**src/rtl/draw_text_pages.sv**
```systemverilog
// Menu / text-page overlay drawn as a scaled character window; key codes and colours mirror vga_pkg.
// Optional `define CURSOR_BLINK_EN makes the menu highlight blink with a ~64-frame period.

module draw_text_pages #(
   parameter int unsigned NUM_PAGES       = 4,
   parameter int unsigned POS_X           = 230,
   parameter int unsigned POS_Y           = 200,
   parameter int unsigned COLS            = 64,
   parameter int unsigned ROWS            = 4,
   parameter int unsigned MENU_SCALE      = 2,
   parameter int unsigned PAGE_SCALE      = 0,
   parameter int unsigned FONT_LAT        = 2,
   parameter logic [11:0] MENU_TEXT_COLOR = 12'hfff,
   parameter logic [11:0] MENU_BG_COLOR   = 12'h00a,
   parameter logic [11:0] TEXT1_COLOR     = 12'h0f0,
   parameter logic [11:0] TEXT1_BG_COLOR  = 12'h000
) (
   input  logic        clk,
   input  logic        rst,
   input  logic [3:0]  key_i,
   input  logic [10:0] in_hcount_i,
   input  logic        in_hsync_i,
   input  logic        in_hblnk_i,
   input  logic [10:0] in_vcount_i,
   input  logic        in_vsync_i,
   input  logic        in_vblnk_i,
   input  logic [11:0] in_rgb_i,
   input  logic [7:0]  char_line_pixels_i,
   output logic [10:0] out_hcount_o,
   output logic        out_hsync_o,
   output logic        out_hblnk_o,
   output logic [10:0] out_vcount_o,
   output logic        out_vsync_o,
   output logic        out_vblnk_o,
   output logic [11:0] out_rgb_o,
   output logic [8:0]  char_xy_o,
   output logic [3:0]  char_line_o,
   output logic [2:0]  page_sel_o,
   output logic [2:0]  cursor_o
);

   localparam logic [3:0] KeyUp    = 4'd8;
   localparam logic [3:0] KeyDown  = 4'd9;
   localparam logic [3:0] KeyEnter = 4'd10;
   localparam logic [3:0] KeyEsc   = 4'd11;
   localparam logic [2:0] LastPage = 3'(NUM_PAGES);

   typedef struct packed {
      logic        hsync;
      logic        hblnk;
      logic        vsync;
      logic        vblnk;
      logic [10:0] hcount;
      logic [10:0] vcount;
      logic [11:0] rgb;
      logic        win;
      logic        menu;
      logic        hl;
      logic [2:0]  bitidx;
   } pix_t;

   logic [3:0] key_prev_q;
   logic       vblnk_prev_q;
   logic [2:0] page_q, pending_q, cursor_q;
   logic       key_evt, vblnk_rise, hl_en;

   assign key_evt    = (key_i != key_prev_q) && (key_i != 4'd0);
   assign vblnk_rise = in_vblnk_i && !vblnk_prev_q;

   always_ff @(posedge clk or posedge rst) begin
      if (rst) begin
         key_prev_q   <= '0;
         vblnk_prev_q <= 1'b0;
         page_q       <= '0;
         pending_q    <= '0;
         cursor_q     <= 3'd1;
      end else begin
         key_prev_q   <= key_i;
         vblnk_prev_q <= in_vblnk_i;
         // page switches only at frame boundaries so a frame never tears
         if (vblnk_rise) page_q <= pending_q;
         if (key_evt) begin
            if (page_q == 3'd0) begin
               case (key_i)
                  KeyUp:    cursor_q  <= (cursor_q == 3'd1) ? LastPage : cursor_q - 3'd1;
                  KeyDown:  cursor_q  <= (cursor_q == LastPage) ? 3'd1 : cursor_q + 3'd1;
                  KeyEnter: pending_q <= cursor_q;
                  default:  if ({28'd0, key_i} <= NUM_PAGES) pending_q <= key_i[2:0];
               endcase
            end else if (key_i == KeyEsc) begin
               pending_q <= 3'd0;
            end
         end
      end
   end

`ifdef CURSOR_BLINK_EN
   logic [5:0] blink_q;
   always_ff @(posedge clk or posedge rst) begin
      if (rst) blink_q <= '0;
      else if (vblnk_rise) blink_q <= blink_q + 6'd1;
   end
   assign hl_en = ~blink_q[5];
`else
   assign hl_en = 1'b1;
`endif

   // Stage 1: window decode from the raw counters.
   logic        menu, in_win;
   logic [10:0] hoff, voff, col_full, row_full;
   pix_t        st1_d;

   assign menu     = (page_q == 3'd0);
   assign hoff     = in_hcount_i - 11'(POS_X);
   assign voff     = in_vcount_i - 11'(POS_Y);
   assign col_full = menu ? (hoff >> (3 + MENU_SCALE)) : (hoff >> (3 + PAGE_SCALE));
   assign row_full = menu ? (voff >> (4 + MENU_SCALE)) : (voff >> (4 + PAGE_SCALE));
   assign in_win   = !in_hblnk_i && !in_vblnk_i
                   && (in_hcount_i >= 11'(POS_X)) && (in_vcount_i >= 11'(POS_Y))
                   && (col_full < 11'(COLS)) && (row_full < 11'(ROWS));

   always_comb begin
      st1_d        = '0;
      st1_d.hsync  = in_hsync_i;
      st1_d.hblnk  = in_hblnk_i;
      st1_d.vsync  = in_vsync_i;
      st1_d.vblnk  = in_vblnk_i;
      st1_d.hcount = in_hcount_i;
      st1_d.vcount = in_vcount_i;
      st1_d.rgb    = in_rgb_i;
      st1_d.win    = in_win;
      st1_d.menu   = menu;
      st1_d.hl     = menu && hl_en && (({1'b0, row_full[2:0]} + 4'd1) == {1'b0, cursor_q});
      st1_d.bitidx = 3'd7 - (menu ? hoff[MENU_SCALE +: 3] : hoff[PAGE_SCALE +: 3]);
   end

   pix_t       pipe_q [0:FONT_LAT];
   logic [8:0] char_xy_q;
   logic [3:0] char_line_q;

   always_ff @(posedge clk or posedge rst) begin
      if (rst) begin
         for (int i = 0; i <= FONT_LAT; i++) pipe_q[i] <= '0;
         char_xy_q   <= '0;
         char_line_q <= '0;
      end else begin
         pipe_q[0] <= st1_d;
         for (int i = 1; i <= FONT_LAT; i++) pipe_q[i] <= pipe_q[i-1];
         char_xy_q   <= in_win ? {row_full[2:0], col_full[5:0]} : 9'd0;
         char_line_q <= in_win ? (menu ? voff[MENU_SCALE +: 4] : voff[PAGE_SCALE +: 4]) : 4'd0;
      end
   end

   // Pixel stage: the last pipe entry lines up with the font row for its character.
   pix_t        last;
   logic [11:0] fg, bg, rgb_d;

   assign last = pipe_q[FONT_LAT];

   always_comb begin
      fg = last.menu ? MENU_TEXT_COLOR : TEXT1_COLOR;
      bg = last.menu ? MENU_BG_COLOR   : TEXT1_BG_COLOR;
      if (last.hl) begin
         fg = last.menu ? MENU_BG_COLOR   : TEXT1_BG_COLOR;
         bg = last.menu ? MENU_TEXT_COLOR : TEXT1_COLOR;
      end
      rgb_d = last.win ? (char_line_pixels_i[last.bitidx] ? fg : bg) : last.rgb;
   end

   logic [10:0] out_hcount_q, out_vcount_q;
   logic        out_hsync_q, out_hblnk_q, out_vsync_q, out_vblnk_q;
   logic [11:0] out_rgb_q;

   always_ff @(posedge clk or posedge rst) begin
      if (rst) begin
         out_hcount_q <= '0;
         out_vcount_q <= '0;
         out_hsync_q  <= 1'b0;
         out_hblnk_q  <= 1'b0;
         out_vsync_q  <= 1'b0;
         out_vblnk_q  <= 1'b0;
         out_rgb_q    <= '0;
      end else begin
         out_hcount_q <= last.hcount;
         out_vcount_q <= last.vcount;
         out_hsync_q  <= last.hsync;
         out_hblnk_q  <= last.hblnk;
         out_vsync_q  <= last.vsync;
         out_vblnk_q  <= last.vblnk;
         out_rgb_q    <= rgb_d;
      end
   end

   assign out_hcount_o = out_hcount_q;
   assign out_vcount_o = out_vcount_q;
   assign out_hsync_o  = out_hsync_q;
   assign out_hblnk_o  = out_hblnk_q;
   assign out_vsync_o  = out_vsync_q;
   assign out_vblnk_o  = out_vblnk_q;
   assign out_rgb_o    = out_rgb_q;
   assign char_xy_o    = char_xy_q;
   assign char_line_o  = char_line_q;
   assign page_sel_o   = page_q;
   assign cursor_o     = cursor_q;

endmodule

```
**config.mk**
```make
export PLATFORM = sky130hd
export DESIGN_NAME = draw_text_pages
export DESIGN_NICKNAME = d
export VERILOG_FILES = /design/src/rtl/draw_text_pages.sv
export SDC_FILE = /design/constraint.sdc
export NUM_CORES = 1
export LEC_CHECK = 0
export CAP_MARGIN = 20
export CORE_MARGIN = 2
export CORE_UTILIZATION = 45
export DETAILED_ROUTE_END_ITERATION = 16
export PLACE_DENSITY_LB_ADDON = 0.2
export SKIP_CTS_REPAIR_TIMING = 1
export SYNTH_ARGS = -nofsm -noshare
export SYNTH_HDL_FRONTEND = slang
export SYNTH_SLANG_ARGS = --single-unit
```
**constraint.sdc**
```tcl
create_clock -name clk -period 7.5 [get_ports clk]
set_clock_uncertainty 0.2 [all_clocks]
set_input_delay 1.875 -clock clk [delete_from_list [all_inputs] [get_ports clk]]
set_output_delay 1.875 -clock clk [all_outputs]
set_load 0.05 [all_outputs]
```
# Yosys cells after proc, flatten, opt, wreduce, memory -nomap -nowiden
# Index checks and enable logic that the tools add are counted.
# word_totals
output_inout_bits	57
reg_bits	196
input_bits	52
# op_classes
n_eq_ne	10
mux	21
n_reduce_logical	18
add_sub_neg	6
order_cmp	6
# op_table
op	n
2-to-1 mux 12 bit	5
>= comparator 11 x 8 -> 1 bit (second input constant)	2
subtractor 11 x 8 -> 11 bit (second input constant)	2
2-to-1 mux 3 bit	6
equality test 4 bit (second input constant)	4
2-to-1 mux 4 bit	3
case mux 3 bit (2 select lines)	2
2-to-1 mux 9 bit	1
logical AND 1 bit	8
less-than comparator 8 x 7 -> 1 bit (second input constant)	1
2-to-1 mux 8 bit	1
less-than comparator 7 x 3 -> 1 bit (second input constant)	1
2-to-1 mux 7 bit	1
adder 3 x 1 -> 4 bit (second input constant)	1
equality test 4 x 3 -> 1 bit	1
<= comparator 4 x 3 -> 1 bit (second input constant)	1
less-than comparator 3 x 4 -> 1 bit (second input constant)	1
inequality test 4 bit	1
AND reduction 4 bit	1
nonzero test 2 bit	2
nonzero test 4 bit	1
adder 3 x 1 -> 3 bit (second input constant)	1
binary-select mux 1 bit (select 3 bit)	1
equality test 3 x 1 -> 1 bit (second input constant)	1
other kinds (10)	12

# Logic depth before layout (Yosys ltp)
# logic_depth
depth_word	7
mapped_depth	11
ltp_nobuf	11

# Least setup slack after synthesis
# No wires, ideal clock.
# synth_timing
path_type	input to register
start	in in_vcount_i[3]
end	reg pipe_q[91] in the netlist's numbering
slack_ps	3741
setup_ps	120
arrival_ps	3439
n_path_buf	0
path_stages	11
cell_sequence	inv_1 ha_1 inv_1 a211o_1 a32oi_1 inv_1 ha_1 xor2_1 o211ai_1 o21ai_0 and4_1
# synth_rtl
item	line	text
start: declaration	24	input logic [10:0] in_vcount_i,
end: declaration	137	pix_t pipe_q [0:FONT_LAT];

==> run metrics <==
fmax 243 MHz; hold crit path type flop to flop; Worst Setup End Kind flop; R2R Setup Slk 4720 ps; Mapped Nets 477; Setup WS pre-CTS 2960 ps; Routed WL per cell 15.0 um; Final ANT Viol Nets 0; crit path DAT 4220 ps; Mapped Area 0.00631 mm2; most frequent cells in the layout dfrtp_1, clkdlybuf4s50_1, o21ai_0; fin crit share a little over half; share of cells above drive strength 1 between 9 and 10%; initial antenna violation count 0; CP Launch Type primary input; total grt overflow 0; Num Clock Sinks 196; fin area 0.00813 mm2; largest net degree at the start of global routing between 100 and 150; Layout area overhead 28.9%; Syn Inst Count 418; vias between 3000 and 4000; GRT Total Usage 16.0%; leak pwr 3.57 nW; placed cell area 0.00755 mm2; worst slew pin tran 973 ps; hold-critical path endpoint pipe_q[63]$_DFF_PP0_; final critical-path required period 4120 ps; final WL 10.9 mm; max-cap viol count 0; clock-pin slew on the worst setup and hold paths 70 ps; Final HPWL DP 7.23 mm; Final Wtd Congestion 0.886; Core Util, Final about 59%; total die area roughly 0.015 mm2; Starting DRT DRC Count 254; Die X 122 um; num ports approximately 110; Clock Tree Root clkbuf_16; core area 0.0138 mm2; worst-case clock buffer depth 2; Setup TNS 0 ps; TritonRoute pass-1 iters 6; worst-path maximum fanout 6; Worst Setup Path Type primary input to flop; pwr/cell area 324 mW/mm2; peak supply drop 197 uV; Final Hold Slack between 100 and 150 ps; Final #Nets 593; Setup-failing EPs final 0; Via density 4.81; Reg2Reg Depth 10; Hold Crit Depth 0; asr flop ratio synth 100%; n_diodes 0; most common cell after layout, fill and taps aside dfrtp_1; setup ws final 3380 ps; die height 122 um; CTS tree built; worst hold start pipe_q[107]$_DFF_PP0_; critical path required time between 7000 and 8000 ps; Num CTS Buffers 17; RSZ-0062 raised after global routing false; reg2reg start page_sel_o[1]$_DFFE_PP0P_; row count 43; max_slew headroom between 30% and 40%; max-slew violation count 0; post-synthesis register bit count 196; syn avg cell area 15.1 um2; H-tree levels 4; final hold vios 0; vias in the first global route approximately 3600; residual DRC count 0; Initial Util 45.8%; first-pass GRT wire length 18.0 mm; sequential area share after synthesis 77.8%; status finished, final reports clean; YS warnings 0; worst skew pair latency 420 ps; Post-synth EDFFs 0; Synth Flop Type dfrtp_1; Synth cell types a little over 50; Reg-to-Reg End pipe_q[91]$_DFF_PP0_; IO Port Bufs between 100 and 150
## cell usage after synthesis, types with 2 or more instances
library cell / n / area, um2
a211oi_1: 2 / 15.0
a21oi_1: 16 / 80.1
a22oi_1: 2 / 15.0
a31oi_1: 7 / 43.8
a32oi_1: 2 / 17.5
buf_6: 2 / 22.5
clkbuf_1: 8 / 30.0
clkbuf_8: 2 / 27.5
dfrtp_1: 195 / 4880
ha_1: 7 / 87.6
inv_1: 23 / 86.3
mux2_2: 6 / 67.6
mux2i_1: 4 / 40.0
mux4_2: 2 / 45.0
nand2_1: 16 / 60.1
nand3_1: 9 / 45.0
nor2_1: 24 / 90.1
nor2b_1: 3 / 18.8
nor3_1: 12 / 60.1
nor3b_1: 2 / 15.0
nor4_1: 4 / 25.0
o21ai_0: 26 / 130
xnor2_1: 9 / 78.8
xor2_1: 8 / 70.1
## through the flow
step	cells	total power [mW]
2_1_floorplan	418	1.63
3_3_place_gp	695	1.77
3_5_place_dp	695	1.79
4_1_cts	727	2.66
5_1_grt	727	2.78
6_report	727	2.63
## worst max path at each step
stage | from | end | slack (ps)
6_report | in_vcount_i[3] | pipe_q[91]$_DFF_PP0_ | 3380
4_1_cts | in_vcount_i[3] | pipe_q[91]$_DFF_PP0_ | 3400
3_5_place_dp | in_vcount_i[3] | pipe_q[91]$_DFF_PP0_ | 2960
3_3_place_gp | in_vcount_i[3] | pipe_q[91]$_DFF_PP0_ | 3080
5_1_grt | in_vcount_i[3] | pipe_q[91]$_DFF_PP0_ | 3180
2_1_floorplan | rst | char_line_o[0]$_DFF_PP0_ | 90
## state kept, by name (all words and copies together) (netlist names)
signal        cells
char_line_o       4
char_xy_o         9
cursor_o          3
key_prev_q        4
last             44
out_hblnk_o       1
out_hcount_o     11
out_hsync_o       1
out_rgb_o        12
out_vblnk_o       1
out_vcount_o     11
out_vsync_o       1
page_sel_o        3
pending_q         3
pipe_q           88
## kinds of logic after synthesis
logic type,count (synthesis),share of synthesized area (%)
other cells,1,0.0595
fa+ha+maj,7,1.39
xor+xnor,17,2.36
flops,196,77.8
simple gates,87,7.38
buf+inv,36,2.70
mux,12,2.42
compound gates,62,5.91
## per-layer routing
metal / up-vias / wire length [um] / track usage [%]
li1: 1636 / - / -
met1: 1732 / 4650 / 20.5
met2: 115 / 5400 / 25.0
met3: 16 / 624 / 5.62
met4: 0 / 225 / 6.97
met5: - / 0 / 0
## area by class of cell
class	count	area [um2]
Clock buffer	19	443
Inverter	23	93.8
Tap cell	180	225
Clock inverter	13	134
Sequential cell	196	4910
Fill cell	1107	5640
Multi-Input combinational cell	186	1230
Timing Repair Buffer	110	1100
## power breakdown
group	leakage, nW	switching, mW	internal (mW)
Combinational	0.966	0.337	0.205
Sequential	2.33	0.0574	1.17
Clock	0.275	0.387	0.478
Total	3.57	0.781	1.85
## critical path, stage by stage
cell	delay, ps
clkdlybuf4s50_1	550
inv_1	90
ha_1	240
nand2b_1	200
nand3_1	120
a32oi_1	330
inv_1	80
ha_1	210
xor2_1	150
o211ai_1	90
o21ai_0	100
and4_1	180
No activity file was read; power rests on OpenSTA's default activity.
